**config.mk**
```make
export PLATFORM = sky130hd
export DESIGN_NAME = prm_edge_sweep_ctrl_flat
export DESIGN_NICKNAME = d
export VERILOG_FILES = /design/src/rtl/prm_chk_pkg.sv /design/src/rtl/prm_edge_sweep_ctrl_if.sv /design/src/rtl/prm_edge_sweep_ctrl.sv /design/src/flat_wrapper.sv
export SDC_FILE = /design/constraint.sdc
export NUM_CORES = 1
export LEC_CHECK = 0
export ABC_AREA = 1
export ABC_CLOCK_PERIOD_IN_PS = 2900
export BUFFER_PORTS_ARGS = -buffer_cell sky130_fd_sc_hd__buf_2
export CORE_MARGIN = 2
export CORE_UTILIZATION = 25
export DETAILED_ROUTE_END_ITERATION = 8
export SLEW_MARGIN = 30
export SYNTH_ARGS = -nofsm -noshare
export SYNTH_HDL_FRONTEND = slang
export SYNTH_SLANG_ARGS = --single-unit
```
**constraint.sdc**
```tcl
create_clock -name clk -period 2.9 [get_ports clk]
set_clock_uncertainty 0.15 [all_clocks]
set_input_delay 0.29 -clock clk [delete_from_list [all_inputs] [get_ports clk]]
set_output_delay 0.29 -clock clk [all_outputs]
set_load 0.005 [all_outputs]
```
**src/rtl/prm_chk_pkg.sv**
```systemverilog
// Shared types for the PRM obstacle-check bank and its sweep sequencer.
package prm_chk_pkg;

  localparam int CODE_W      = 15;
  localparam int NUM_CHK_DEF = 16;

  // bit 0 = input A ... bit 14 = input O
  typedef logic [CODE_W-1:0] edge_code_t;

  typedef enum logic [1:0] {
    IDLE  = 2'd0,
    SWEEP = 2'd1,
    DONE  = 2'd2
  } sweep_state_e;

endpackage

```
**src/rtl/prm_edge_sweep_ctrl_if.sv**
```systemverilog
// Request/result handshake between the roadmap builder (master) and the
// edge sweep controller (slave).
interface prm_edge_sweep_ctrl_if
  import prm_chk_pkg::*;
#(
  parameter int NUM_CHK = NUM_CHK_DEF
);

  localparam int SEL_W = $clog2(NUM_CHK);

  logic               req_valid;
  logic               req_ready;
  edge_code_t         req_code;
  logic               res_valid;
  logic               res_ready;
  logic [NUM_CHK-1:0] res_vec;
  logic [SEL_W:0]     res_hits;

  modport master (
    output req_valid, req_code, res_ready,
    input  req_ready, res_valid, res_vec, res_hits
  );

  modport slave (
    input  req_valid, req_code, res_ready,
    output req_ready, res_valid, res_vec, res_hits
  );

endinterface

```
**src/rtl/prm_edge_sweep_ctrl.sv**
```systemverilog
// Walks one edge code across the shared obstacle-check bank, one cell per
// cycle, and returns the collision vector and hit count.
// Optional macro PRM_SWEEP_EARLY_EXIT_EN: stop the sweep at the first hit.
module prm_edge_sweep_ctrl
  import prm_chk_pkg::*;
#(
  parameter int NUM_CHK = NUM_CHK_DEF,
  parameter int SEL_W   = $clog2(NUM_CHK)
) (
  input  logic                   clk,
  input  logic                   rst_n,
  prm_edge_sweep_ctrl_if.slave   bus,
  input  logic                   abort,
  output logic [SEL_W-1:0]       chk_sel,
  output edge_code_t             chk_code,
  input  logic                   chk_mask,
  output logic                   busy
);

  sweep_state_e       state_reg, state_next;
  logic [SEL_W-1:0]   sel_reg;
  edge_code_t         code_reg;
  logic [NUM_CHK-1:0] vec_reg;
  logic [SEL_W:0]     hits_reg;

  logic               accept;
  logic               sample_en;
  logic               sel_at_end;
  logic               last_step;
  logic [NUM_CHK-1:0] sel_hit;

  assign sel_at_end = (sel_reg == SEL_W'(NUM_CHK - 1));

`ifdef PRM_SWEEP_EARLY_EXIT_EN
  assign last_step = sel_at_end | chk_mask;
`else
  assign last_step = sel_at_end;
`endif

  genvar gi;
  generate
    for (gi = 0; gi < NUM_CHK; gi++) begin : g_sel_hit
      assign sel_hit[gi] = (sel_reg == SEL_W'(gi));
    end
  endgenerate

  always_ff @(posedge clk or negedge rst_n) begin
    if (!rst_n) begin
      state_reg <= IDLE;
    end else begin
      state_reg <= state_next;
    end
  end

  // abort outranks both the final sweep step and the consumer's res_ready
  always_comb begin
    state_next = state_reg;
    unique case (state_reg)
      IDLE:    if (bus.req_valid) state_next = SWEEP;
      SWEEP:   if (abort) state_next = IDLE;
               else if (last_step) state_next = DONE;
      DONE:    if (abort || bus.res_ready) state_next = IDLE;
      default: state_next = IDLE;
    endcase
  end

  always_comb begin
    bus.req_ready = (state_reg == IDLE);
    bus.res_valid = (state_reg == DONE);
    busy          = (state_reg != IDLE);
    accept        = (state_reg == IDLE) && bus.req_valid;
    sample_en     = (state_reg == SWEEP) && !abort;
  end

  // Result registers survive abort and DONE->IDLE; only a new accept clears them.
  always_ff @(posedge clk or negedge rst_n) begin
    if (!rst_n) begin
      sel_reg  <= '0;
      code_reg <= '0;
      vec_reg  <= '0;
      hits_reg <= '0;
    end else if (accept) begin
      sel_reg  <= '0;
      code_reg <= bus.req_code;
      vec_reg  <= '0;
      hits_reg <= '0;
    end else if (sample_en) begin
      vec_reg  <= (vec_reg & ~sel_hit) | (sel_hit & {NUM_CHK{chk_mask}});
      hits_reg <= hits_reg + {{SEL_W{1'b0}}, chk_mask};
      if (!last_step) begin
        sel_reg <= sel_reg + 1'b1;
      end
    end
  end

  assign chk_sel      = sel_reg;
  assign chk_code     = code_reg;
  assign bus.res_vec  = vec_reg;
  assign bus.res_hits = hits_reg;

endmodule

```
**src/flat_wrapper.sv**
```systemverilog
// flat-port wrapper written by rule: the top's interface ports become plain ports
module prm_edge_sweep_ctrl_flat import prm_chk_pkg::*;
#(
  parameter int NUM_CHK = NUM_CHK_DEF,
  parameter int SEL_W   = $clog2(NUM_CHK)
)
  (clk, rst_n, abort, chk_sel, chk_code, chk_mask, busy, bus_req_valid, bus_req_code, bus_res_ready, bus_req_ready, bus_res_valid, bus_res_vec, bus_res_hits);
  prm_edge_sweep_ctrl_if #(.NUM_CHK(NUM_CHK)) bus_i ();
  input  logic clk;
  input  logic rst_n;
  input  logic abort;
  output logic [SEL_W-1:0] chk_sel;
  output edge_code_t chk_code;
  input  logic chk_mask;
  output logic busy;
  input wire logic [$bits(bus_i.req_valid)-1:0] bus_req_valid;
  input wire logic [$bits(bus_i.req_code)-1:0] bus_req_code;
  input wire logic [$bits(bus_i.res_ready)-1:0] bus_res_ready;
  output wire logic [$bits(bus_i.req_ready)-1:0] bus_req_ready;
  output wire logic [$bits(bus_i.res_valid)-1:0] bus_res_valid;
  output wire logic [$bits(bus_i.res_vec)-1:0] bus_res_vec;
  output wire logic [$bits(bus_i.res_hits)-1:0] bus_res_hits;
  assign bus_i.req_valid = bus_req_valid;
  assign bus_i.req_code = bus_req_code;
  assign bus_i.res_ready = bus_res_ready;
  assign bus_req_ready = bus_i.req_ready;
  assign bus_res_valid = bus_i.res_valid;
  assign bus_res_vec = bus_i.res_vec;
  assign bus_res_hits = bus_i.res_hits;
  prm_edge_sweep_ctrl #(.NUM_CHK(NUM_CHK), .SEL_W(SEL_W)) u_core (.clk(clk), .rst_n(rst_n), .bus(bus_i), .abort(abort), .chk_sel(chk_sel), .chk_code(chk_code), .chk_mask(chk_mask), .busy(busy));
endmodule
```
After elaboration in Yosys (flattened, before gate mapping). Cells that the tools add are included.

Logic and storage cells: 54. RAM bits: 0. Output and inout bits: 43. ROM bits: 0. Bits in latches: 0. Input bits: 21. Flip-flop bits (word level): 42. Memories kept: 0.

Div/mod/pow operators: 0. Muxes and demuxes: 12. Multipliers: 0. Bitwise gates (word level): 4. Shifts and indexed selects: 0. $add $sub $neg: 2. Equal/unequal tests: 21. Order comparisons: 0. Reductions and logical operators: 10.

Operators by type and width (number): bitwise AND 16 bit (2); equality test 4 bit, second input constant (8); two-way mux 16 bit (2); equality test 4 x 3 -> 1 bit, second input constant (4); NOT 16 bit (1); OR 16 bit (1); two-way mux 4 bit (3); two-way mux 5 bit (2); equality test 4 x 2 -> 1 bit, second input constant (2); two-way mux 2 bit (4); case mux 2 bit (3 select lines) (1); adder 5 x 1 -> 5 bit (1); adder 4 x 1 -> 4 bit, second input constant (1); equality test 4 x 1 -> 1 bit, second input constant (1); zero test 4 bit (1); inequality test 2 x 1 -> 1 bit, second input constant (2); nonzero test 2 bit (2); inequality test 3 x 2 -> 1 bit, second input constant (1); AND reduction 3 bit (1); equality test 2 x 1 -> 1 bit, second input constant (1); equality test 2 bit, second input constant (1); logical AND 1 bit (2); zero test 2 bit (1); inequality test 2 bit, second input constant (1); other kinds (3) (3).

Logic depth before layout (Yosys ltp). Gate-level depths: netlist of the first run.

Depth after elaboration: 6. Gate-level depth with buffers: 7. Mapped depth without buffers: 7.

Worst setup path after synthesis of the first run. No wires, ideal clock.

Path kind: register to register. From: register u_core.sel_reg[0], in the netlist u_core.chk_sel[0]. To: register u_core.sel_reg[3], in the netlist u_core.chk_sel[3]. Path slack: 1.488 ns. Library setup time: 0.118 ns. Cell stages (with the launch flop): 8. Arrival: 1.144 ns. Cells stage by stage: dfrtp_1 ha_1 inv_1 nor2_1 nor2_2 nor2_2 nand2_1 nand2_1.

Cells in the longest elaborated chain, start to end: 4. Elaborated cells between the ends (all ways): 7. Those cells by class: add/sub: 1; eq/ne: 2; mux: 3; reduce/logical: 1.

Ends and longest elaborated chain: start, declared (line prm_edge_sweep_ctrl.sv:21) `logic [SEL_W-1:0] sel_reg;`; start signal, assigned (line prm_edge_sweep_ctrl.sv:91) `sel_reg <= sel_reg + 1'b1;`; adder 4 x 1 -> 4 bit (line prm_edge_sweep_ctrl.sv:91); two-way mux 4 bit (line prm_edge_sweep_ctrl.sv:90) `if (!last_step) begin`; two-way mux 4 bit (line prm_edge_sweep_ctrl.sv:87) `end else if (sample_en) begin`; two-way mux 4 bit (line prm_edge_sweep_ctrl.sv:82) `end else if (accept) begin`.

Several ways; a longest one is shown, not always the timed one. The select of a mux whose other input is x is not followed. A chain may end at the register's enable or synchronous reset.

Final worst setup path of the first run.
From: register u_core.sel_reg[1], in the netlist u_core.chk_sel[1]. To: register u_core.sel_reg[3], in the netlist u_core.chk_sel[3].

Same word-level chain as after synthesis.

==> results of run 1 <==
[power by group through the flow]
stage	sequential (W)	clock (W)	combinational [W]
detailed placement	0.000865	0	0.000752
CTS	0.000863	0.000496	0.000748
global route	0.000885	0.000514	0.000852
floorplan	0.000873	0	0.000468
global placement	0.000871	0	0.000733
finish	0.000863	0.000483	0.000737
[final timing paths]
| path | start | endpoint | slack [ns] |
|---|---|---|---|
| hold reg to reg | u_core.chk_code[0] | u_core.chk_code[0] | 0.33 |
| setup / recovery | u_core.chk_sel[1] | u_core.chk_sel[3] | 1.31 |
| min in group asynchronous | rst_n | u_core.chk_code[5] | 0.37 |
| setup reg to reg | u_core.chk_sel[1] | u_core.chk_sel[3] | 1.31 |
| max in group asynchronous | rst_n | u_core.chk_code[12] | 1.84 |
| hold / removal | bus_req_code[1] | u_core.chk_code[1] | 0.03 |
[routing by layer]
metal	part of all wire [%]	routed length [um]
met3	9.2	467
met2	42	2120
met4	1.2	59
met5	0	0
met1	48	2450
[worst reg2reg max path: stages (launching register included)]
cell     delay [ns]
dfrtp_1        0.46
ha_1           0.30
inv_1          0.08
nor2_1         0.17
nor2_2         0.09
nor2_2         0.15
nand2_1        0.07
nand2_1        0.07
[synth_stat cells, drive strengths merged]
cell and n:
nand3 31, dfrtp 42, o22ai 4, nand2 92, nor2 18, nand4 3
inv 29, clkbuf 1, a21oi 6, ha 6, buf 8, o21ai 19
[stage by stage]
stage	hold slack (ns)	utilization, %	cells	instance area, um2
after global placement	0.312	30.3	418	2490
after detailed placement	0.311	30.3	418	2490
final	0.0302	31.8	426	2610
after CTS	0.0225	31.6	425	2600
after floorplan	-0.156	-	259	2120
after global routing	0.0292	31.8	426	2610
[layout make-up]
type	count	area share, %
clock buffers	6	3.16
clock inverters	1	1.15
inverters	29	4.26
multi-input cells	179	33.6
flip-flops and latches	42	40.2
well taps	105	5.03
repair buffers	64	12.6
[cells by family after synthesis]
kind of cell | synth area share [%]
simple gates | 29.6
flops | 49.7
buf+inv | 8.87
compound gates | 8.28
fa+ha+maj | 3.55
[what timing repair did]
action                                  in CTS  in global routing
hold endpoints to repair                     0                 42
hold buffers                                 0                  1
endpoints found under the setup margin       0                  0
==> out/qor.yml, run 1 <==
status:
  outcome: "finished clean"
sta:
  worstMarginPinSlew_ns: 0.547
  fin_crit_sh_pct: 55.0
  drv_slew: 0
  setup_viol: 0
  fin_crit_ns: 1.59
  slew_headroom_pct: 63.5
  setup-tns-final_ns: 0
  hold_viol: 0
  max_clock_freq_mhz: 627
  rsz0062_at_grt: "no"
  fin_ws_ns: 1.31
cts:
  clock_latency_ns: 0.30
  cts_tree: "done"
  cts_buffers: 5
  cts_resized: 0
  cts.reportedPaths.clkPinSlew_ns: 0.08
  clkSinkCount: 42
  cts-root-buf: "clkbuf_8"
  post_cts_buffers: 0
  clk_path_buf_depth: 2
  htree_levels: 2
drt:
  drt_iter0_drc: 136
  viasPerCell: 4.34
  ant_nets: 0
  wire_per_inst_um: 12.0
  routed_wl_um: 5100
  dr.pass1.iters: 4
  drc_errors: 0
  vias: 1849
setup_path:
  path_delay_family: "simple AND/OR/NAND/NOR gates"
  crit_cells: 7
  critPathKind: "reg2reg"
  worstSetupStartpointType: "flop"
  path_cells: "ha_1 > inv_1 > nor2_1 > nor2_2 > nor2_2 > nand2_1 > nand2_1"
  critPathMaxStageDelay_ns: 0.46
  critPathArrivalTime_ns: 1.69
  crit_buf_inv: 1
  crit_required_ns: 2.99
  critPathSlowestCell: "dfrtp_1"
  crit_path_end_kind: "flop"
  cp_max_fo: 7
  reg2reg_depth: 7
power:
  switching_share_pct: 38.0
  p_switching_w: 0.000791
  pwr-share-seq_pct: 41.4
  clockPowerShare_pct: 23.2
  combPwrFrac_pct: 35.4
  power.leakage_nw: 1.43
  power_w: 0.00208
  peakVddDrop_v: 0.000462
  intPower_w: 0.00129
  powerDensity_mw_per_mm2: 798
layout:
  multi_input_area_um2: 877
  drive_above_1_share_pct: 25.9
  area_growth_pct: 23.4
  n_antenna_cell: 0
  nets: 348
  mostFrequentLayoutCells: "nand2_1 (90), buf_2 (62), dfrtp_1 (42)"
  final_common_cell: "nand2_1"
  fillers: 877
  largest_reg_flops: 16
  regArea_mm2: 0.00105
run:
  cap_violations: 0
place:
  place.gp.congestion: 0.740
  place_hpwl_um: 3620
  place_worst_setup_slack_ns: 1.30
  portBuffers: 63
die:
  io-pin-count: 64
  die_w_um: 96.0
  dieArea_mm2: 0.00922
  rows: 33
  initial_core_util_pct: 25.7
  die_height_um: 96.0
  core_area_mm2: 0.00822
synthesis:
  syn-mean-instance-area_um2: 8.17
  synthTopCellsByArea: "dfrtp_1 (50%), nand2_1 (16%), nand3_1 (7.1%)"
  ys_ff_latch: 42
  synth_largest_area_cell: "dfrtp_1"
  syn-cell-area_mm2: 0.00212
  ys_warn_count: 0
  syn-instance-count: 259
  ys_types: 21
  synth_top_area_share_pct: 49.7
  syn_nets: 286
  seq_area_frac_synth_pct: 49.7
global_route:
  grt_max_degree: 43
  use_met3_pct: 4.31
  antenna_found_initial: 0
  grt.overflow.total: 0
  grt_usage_pct: 12.1
  grt_busiest_layer: "met2"
  grt_pass1_wl_um: 8630
  grt_pass1_vias: 1799
  met1_usage_pct: 16.4
  met2_usage_pct: 18.2
min_path:
  min_path_cells: 3
  hold_class: "in2reg"
(Power assumes the default switching activity.)
==> run 2: changes to the inputs <==
--- a/config.mk
+++ b/config.mk
@@ -6,7 +6,7 @@
 export NUM_CORES = 1
 export LEC_CHECK = 0
 export ABC_AREA = 1
-export ABC_CLOCK_PERIOD_IN_PS = 2900
+export ABC_CLOCK_PERIOD_IN_PS = 1300
 export BUFFER_PORTS_ARGS = -buffer_cell sky130_fd_sc_hd__buf_2
 export CORE_MARGIN = 2
 export CORE_UTILIZATION = 25
==> constraint.sdc (replaced) <==
create_clock -name clk -period 1.3 [get_ports clk]
set_clock_uncertainty 0.15 [all_clocks]
set_input_delay 0.13 -clock clk [delete_from_list [all_inputs] [get_ports clk]]
set_output_delay 0.13 -clock clk [all_outputs]
set_load 0.005 [all_outputs]
==> run 2 against run 1 <==
  * The flow now finishes with violations (setup timing)
  * Global-route usage grew 0.96 points
  * Clock power grew 85%
  * Critical endpoint is now busy
  * Combinational power grew to 4.1 times the previous value
==> out/qor.yml, run 2 (same netlist as run 1, synthesis figures left out) <==
setup_path:
  r2r-start: "u_core.state_reg[1]"
  critPathArrivalTime_ns: 1.16  # -0.53 ns
  crit_start: "u_core.state_reg[1]"
  worstSetupStartpointType: "flop"
  crit_path_end_kind: "output port"
  cp_max_fo: 2  # -5
  crit_required_ns: 1.02  # -1.97 ns
  critPathKind: "reg2out"
global_route:
  grt_pass1_vias: 2053  # +14%
  grt_max_degree: 43  # unchanged
  grt_pass1_wl_um: 9290  # +7.7%
  grt_usage_pct: 13.1  # +0.96 points
  grt.overflow.total: 0  # unchanged
  antenna_found_initial: 0  # unchanged
drt:
  viasPerCell: 4.44  # +2.2%
  wire_per_inst_um: 13.0  # +8.9%
  vias: 2139  # +16%
  dr.pass1.iters: 4  # unchanged
  ant_nets: 0  # unchanged
  routed_wl_um: 6280  # +23%
  drc_errors: 0  # unchanged
  drt_iter0_drc: 72  # -47%
place:
  place_hpwl_um: 3960  # +9.2%
  dp.cells: 445  # +6.5%
  place.gp.congestion: 0.770  # +4.0%
  place_worst_setup_slack_ns: -0.144  # -1.44 ns
  portBuffers: 63  # unchanged
layout:
  area_growth_pct: 64.2
  fin_cells: 482  # +13%
  drive_above_1_share_pct: 48.0  # +22 points
  mostFrequentLayoutCells: "nand2_1 (64), buf_2 (59), dfrtp_1 (37)"
  largest_reg_flops: 16  # unchanged
  n_antenna_cell: 0  # unchanged
  final_common_cell: "nand2_1"
  nets: 403  # +16%
sta:
  rsz0062_at_grt: "yes"
  fin_ws_ns: -0.145  # -1.45 ns
  fin_crit_sh_pct: 111
  slew_headroom_pct: 77.6  # +14 points
  setup_viol: 46  # +46
  max_clock_freq_mhz: 692
  fin_crit_ns: 1.44
  whs_ns: 0.00219  # -0.0280 ns
  hold_viol: 0  # unchanged
  setup-tns-final_ns: -3.16  # -3.16 ns
  worstMarginPinSlew_ns: 0.336  # -0.211 ns
  drv_slew: 0  # unchanged
die:
  die_height_um: 96.0  # unchanged
  initial_core_util_pct: 25.7  # unchanged
  rows: 33  # unchanged
  io-pin-count: 64  # unchanged
  die_w_um: 96.0  # unchanged
  core_area_mm2: 0.00822  # unchanged
  dieArea_mm2: 0.00922  # unchanged
power:
  powerDensity_mw_per_mm2: 1690  # +110%
  power.leakage_nw: 1.78  # +25%
  p_switching_w: 0.00226  # +190%
  intPower_w: 0.00360  # +180%
  clockPowerShare_pct: 15.2  # -8.0 points
  combPwrFrac_pct: 51.4  # +16 points
  switching_share_pct: 38.5  # +0.59 points
  peakVddDrop_v: 0.00102  # +120%
  pwr-share-seq_pct: 33.3  # -8.1 points
cts:
  clock_latency_ns: 0.29  # about the same
  cts.reportedPaths.clkPinSlew_ns: 0.08  # about the same
  cts_buffers: 5  # unchanged
  cts_tree: "done"
  clk_path_buf_depth: 2  # unchanged
  cts-root-buf: "clkbuf_8"
  clkSinkCount: 42  # unchanged
  htree_levels: 2  # unchanged
min_path:
  worstHoldStart: "chk_mask"
  hold_class: "in2reg"
status:
  violations: "setup timing"
  outcome: "finished with violations"
run:
  cap_violations: 0  # unchanged
==> run 2: changes by cell type in the layout (fill, tap and decap cells not counted), sizes merged <==
cell	change
clkbuf	+3
clkinv	+2
dlygate4sd3	+15
inv	-1
buf	+38
bufinv	-1
==> run 2: routing by layer <==
metal / global-route usage (%) / vias up / wire (um)
met5: 0 / - / 0
met4: 3.93 / 0 / 73
met3: 3.92 / 7 / 462
met2: 22.0 / 78 / 3110
met1: 16.0 / 999 / 2630
li1: - / 1055 / -
==> run 2: power by group through the flow <==
| stage | Sequential [W] | Clock, W | Combinational (W) |
|---|---|---|---|
| after floorplan | 0.00195 | 0 | 0.00106 |
| after global placement | 0.00191 | 0 | 0.00209 |
| after detailed placement | 0.00191 | 0 | 0.00212 |
| after CTS | 0.00192 | 0.000921 | 0.00234 |
| after global routing | 0.00200 | 0.000985 | 0.00327 |
| final | 0.00195 | 0.000894 | 0.00302 |
==> run 2: worst paths after layout <==
check | endpoint | slack, ns | depth (start not counted)
setup / recovery | busy | -0.14 | 5
hold / removal | u_core.bus.res_vec[7] | 0.002 | 3
setup reg to reg | u_core.bus.res_vec[15] | -0.13 | 8
hold reg to reg | u_core.chk_code[11] | 0.33 | 2
max in group asynchronous | u_core.chk_sel[1] | 0.59 | 3
min in group asynchronous | u_core.chk_code[12] | 0.17 | 3
==> run 2: critical path: stages (launching register included) <==
cell and delay, ns:
dfrtp_1 0.40, buf_6 0.13, nor2_4 0.09, buf_6 0.11
inv_2 0.03, buf_2 0.11
==> run 2: repair_timing <==
action                                  4_1_cts  5_1_grt
resized for setup                            22       79
hold buffers                                 16        0
endpoints found under the hold margin        57        0
pin swaps                                     6       20
buffers inserted                              3       10
cloned                                        0        2
endpoints found under the setup margin       32       48
==> run 2: area by class of cell <==
type | instances | area (um2)
Timing Repair Buffer | 119 | 940
Clock inverter | 1 | 5.00
Inverter | 29 | 134
Tap cell | 105 | 131
Multi-Input combinational cell | 179 | 1120
Clock buffer | 7 | 86.3
Fill cell | 796 | 4740
Sequential cell | 42 | 1060
==> run 2: per-stage QoR <==
step | area [um2] | util [%] | power [W]
after CTS | 3110 | 37.9 | 0.00518
after global placement | 2750 | 33.5 | 0.00400
after detailed placement | 2750 | 33.5 | 0.00403
final | 3470 | 42.3 | 0.00586
after global routing | 3470 | 42.3 | 0.00625
after floorplan | 2130 | - | 0.00300
==> run 3: changes to the inputs <==
--- a/config.mk
+++ b/config.mk
@@ -11,6 +11,7 @@
 export CORE_MARGIN = 2
 export CORE_UTILIZATION = 25
 export DETAILED_ROUTE_END_ITERATION = 8
+export SETUP_SLACK_MARGIN = 0.02
 export SLEW_MARGIN = 30
 export SYNTH_ARGS = -nofsm -noshare
 export SYNTH_HDL_FRONTEND = slang
==> run 3 against run 2 <==
  * The flow still finishes with violations (setup timing)
  * Cell count grew 0.41%
  * Routed wire length grew 3.6%
  * Largest power group unchanged
  * Via count grew 0.70%
  * First-iteration DRC count shrank 24%
  * Highest routed layer unchanged
==> out/qor.yml, run 3 (same netlist as run 1, synthesis figures left out) <==
status:
  outcome: "finished with violations"
  violations: "setup timing"
setup_path:
  r2r-start: "u_core.chk_sel[2]"
  r2r_end: "u_core.bus.res_vec[2]"
  crit_start: "u_core.chk_sel[2]"
  cp_common_cell: "buf_4"
  worstSetupStartpointType: "flop"
  critPathSlowestCell: "dfrtp_2"
  r2r_setup_slack_ns: -0.1  # +0.03 ns
  crit_path_end_kind: "flop"
  crit_required_ns: 1.39  # +0.37 ns
  crit_buf_inv: 2  # -2
  critPathMaxStageDelay_ns: 0.48  # +0.08 ns
  reg2reg_depth: 5  # -3
  cp_max_fo: 7  # +5
  critPathKind: "reg2reg"
  critPathArrivalTime_ns: 1.49  # +0.33 ns
  path_delay_family: "flip-flops"
  path_cells: "buf_4 > nor2_4 > buf_4 > a21oi_1 > o21ai_2"
layout:
  final_common_cell: "nand2_1"
  drive_above_1_share_pct: 52.0  # +4.0 points
  largest_reg_flops: 16  # unchanged
  final_core_util_pct: 44.5  # +2.3 points
  area_growth_pct: 72.9
  nets: 405  # +0.50%
  n_antenna_cell: 0  # unchanged
  fin_area_mm2: 0.00366  # +5.3%
  mostFrequentLayoutCells: "nand2_1 (65), buf_2 (59), dfrtp_1 (37)"
die:
  core_area_mm2: 0.00822  # unchanged
  rows: 33  # unchanged
  io-pin-count: 64  # unchanged
  die_w_um: 96.0  # unchanged
  dieArea_mm2: 0.00922  # unchanged
  initial_core_util_pct: 25.7  # unchanged
  die_height_um: 96.0  # unchanged
cts:
  clkSinkCount: 42  # unchanged
  htree_levels: 2  # unchanged
  cts_tree: "done"
  clk_path_buf_depth: 2  # unchanged
  clock_latency_ns: 0.31  # +0.02 ns
  cts-root-buf: "clkbuf_8"
  cts_buffers: 5  # unchanged
  cts.reportedPaths.clkPinSlew_ns: 0.09  # about the same
sta:
  drv_slew: 0  # unchanged
  fin_crit_ns: 1.40  # -0.0452 ns
  worstMarginPinSlew_ns: 0.377  # +0.0417 ns
  fin_ws_ns: -0.0995  # +0.0452 ns
  max_clock_freq_mhz: 715  # +3.2%
  rsz0062_at_grt: "yes"
  hold_viol: 0  # unchanged
  fin_crit_sh_pct: 108  # -3.5 points
  setup_viol: 44  # -4.3%
  slew_headroom_pct: 74.8  # -2.8 points
min_path:
  min_path_cells: 6  # +3
  holdPathEnd: "u_core.state_reg[1]"
  hold_class: "in2reg"
  worstHoldStart: "bus_res_ready"
drt:
  ant_nets: 0  # unchanged
  routed_wl_um: 6510  # +3.6%
  wire_per_inst_um: 13.4  # +3.2%
  drt_iter0_drc: 55  # -24%
  dr.pass1.iters: 4  # unchanged
  viasPerCell: 4.45  # +0.29%
  drc_errors: 0  # unchanged
  vias: 2154  # +0.70%
global_route:
  grt_pass1_vias: 2142  # +4.3%
  grt.overflow.total: 0  # unchanged
  grt_usage_pct: 14.1  # +1.1 points
  grt_pass1_wl_um: 10100  # +8.5%
  grt_max_degree: 43  # unchanged
  antenna_found_initial: 0  # unchanged
power:
  powerDensity_mw_per_mm2: 1760  # +4.2%
  power.leakage_nw: 1.82  # +2.2%
  intPower_w: 0.00404  # +12%
  peakVddDrop_v: 0.00113  # +11%
  pwr-share-seq_pct: 30.6  # -2.7 points
  combPwrFrac_pct: 49.0  # -2.4 points
  switching_share_pct: 37.1  # -1.4 points
  clockPowerShare_pct: 20.4  # +5.2 points
  power_w: 0.00643  # +9.7%
  p_switching_w: 0.00239  # +5.6%
place:
  place.gp.congestion: 0.818  # +6.1%
  place_hpwl_um: 3920  # -0.99%
  portBuffers: 63  # unchanged
  place_area_mm2: 0.00272  # -1.0%
run:
  cap_violations: 0  # unchanged
## run 3: cell types whose count changed in the layout (fill, tap and decap cells not counted), sizes merged
| cell | previous run | this run |
|---|---|---|
| bufinv | 0 | 2 |
| clkinv | 2 | 1 |
| dlygate4sd3 | 16 | 17 |
## run 3: what timing repair did
item | in CTS | in global routing
resized for setup | 45 | 80
hold endpoints to repair | 58 | 0
endpoints found under the setup margin | 47 | 50
hold buffers | 17 | 0
cloned | 0 | 3
buffers inserted | 8 | 7
pin swaps | 6 | 26
## run 3: how the worst max path moves through the flow
stage                                   to  cells after the start  slack (ns)
floorplan                u_core.chk_sel[3]                      7       -0.04
global placement     u_core.bus.res_vec[6]                      6       -0.10
detailed placement       u_core.chk_sel[3]                      6       -0.12
CTS                                   busy                      4       -0.08
global route        u_core.bus.res_vec[13]                      6       -0.15
finish               u_core.bus.res_vec[2]                      5        -0.1
## run 3: area by class of cell
type	count	area, um2
fill	750	4560
multi-input combinational	179	1200
tap	105	131
clock inverter	2	60.1
clock buffer	6	82.6
sequential	42	1060
timing repair buffer	121	982
inverter	29	144
## run 3: power by group through the flow
stage | clock [W] | sequential [W] | combinational [W]
after floorplan | 0 | 0.00195 | 0.00106
final | 0.00131 | 0.00197 | 0.00315
after global routing | 0.00139 | 0.00201 | 0.00341
after detailed placement | 0 | 0.00192 | 0.00206
after global placement | 0 | 0.00192 | 0.00202
after CTS | 0.00134 | 0.00194 | 0.00248
## run 3: metrics by stage
step                      std cells  hold slack [ns]  setup TNS (ns)  setup WS, ns
after floorplan                 259           -0.316          -0.320       -0.0442
after global placement          441          -0.0260          -0.779        -0.100
after detailed placement        441          -0.0245           -1.58        -0.122
after CTS                       474           0.0161           -1.03       -0.0758
after global routing            484           0.0409           -4.19        -0.149
final                           484           0.0398           -1.59       -0.0995
## run 3: layer usage
metal  GRT usage [%]  vias up  part of all wire, %
li1                -     1061                    -
met1            17.1     1017                   43
met2            23.7       68                   49
met3            4.46        8                  6.8
met4            4.64        0                  1.2
met5               0        -                    0
## run 3: worst min-delay path: stages
cell and delay (ns):
buf_2 0.08, nor2_1 0.04, nand2_1 0.07, nand2_2 0.06
o21ai_2 0.04, inv_1 0.03
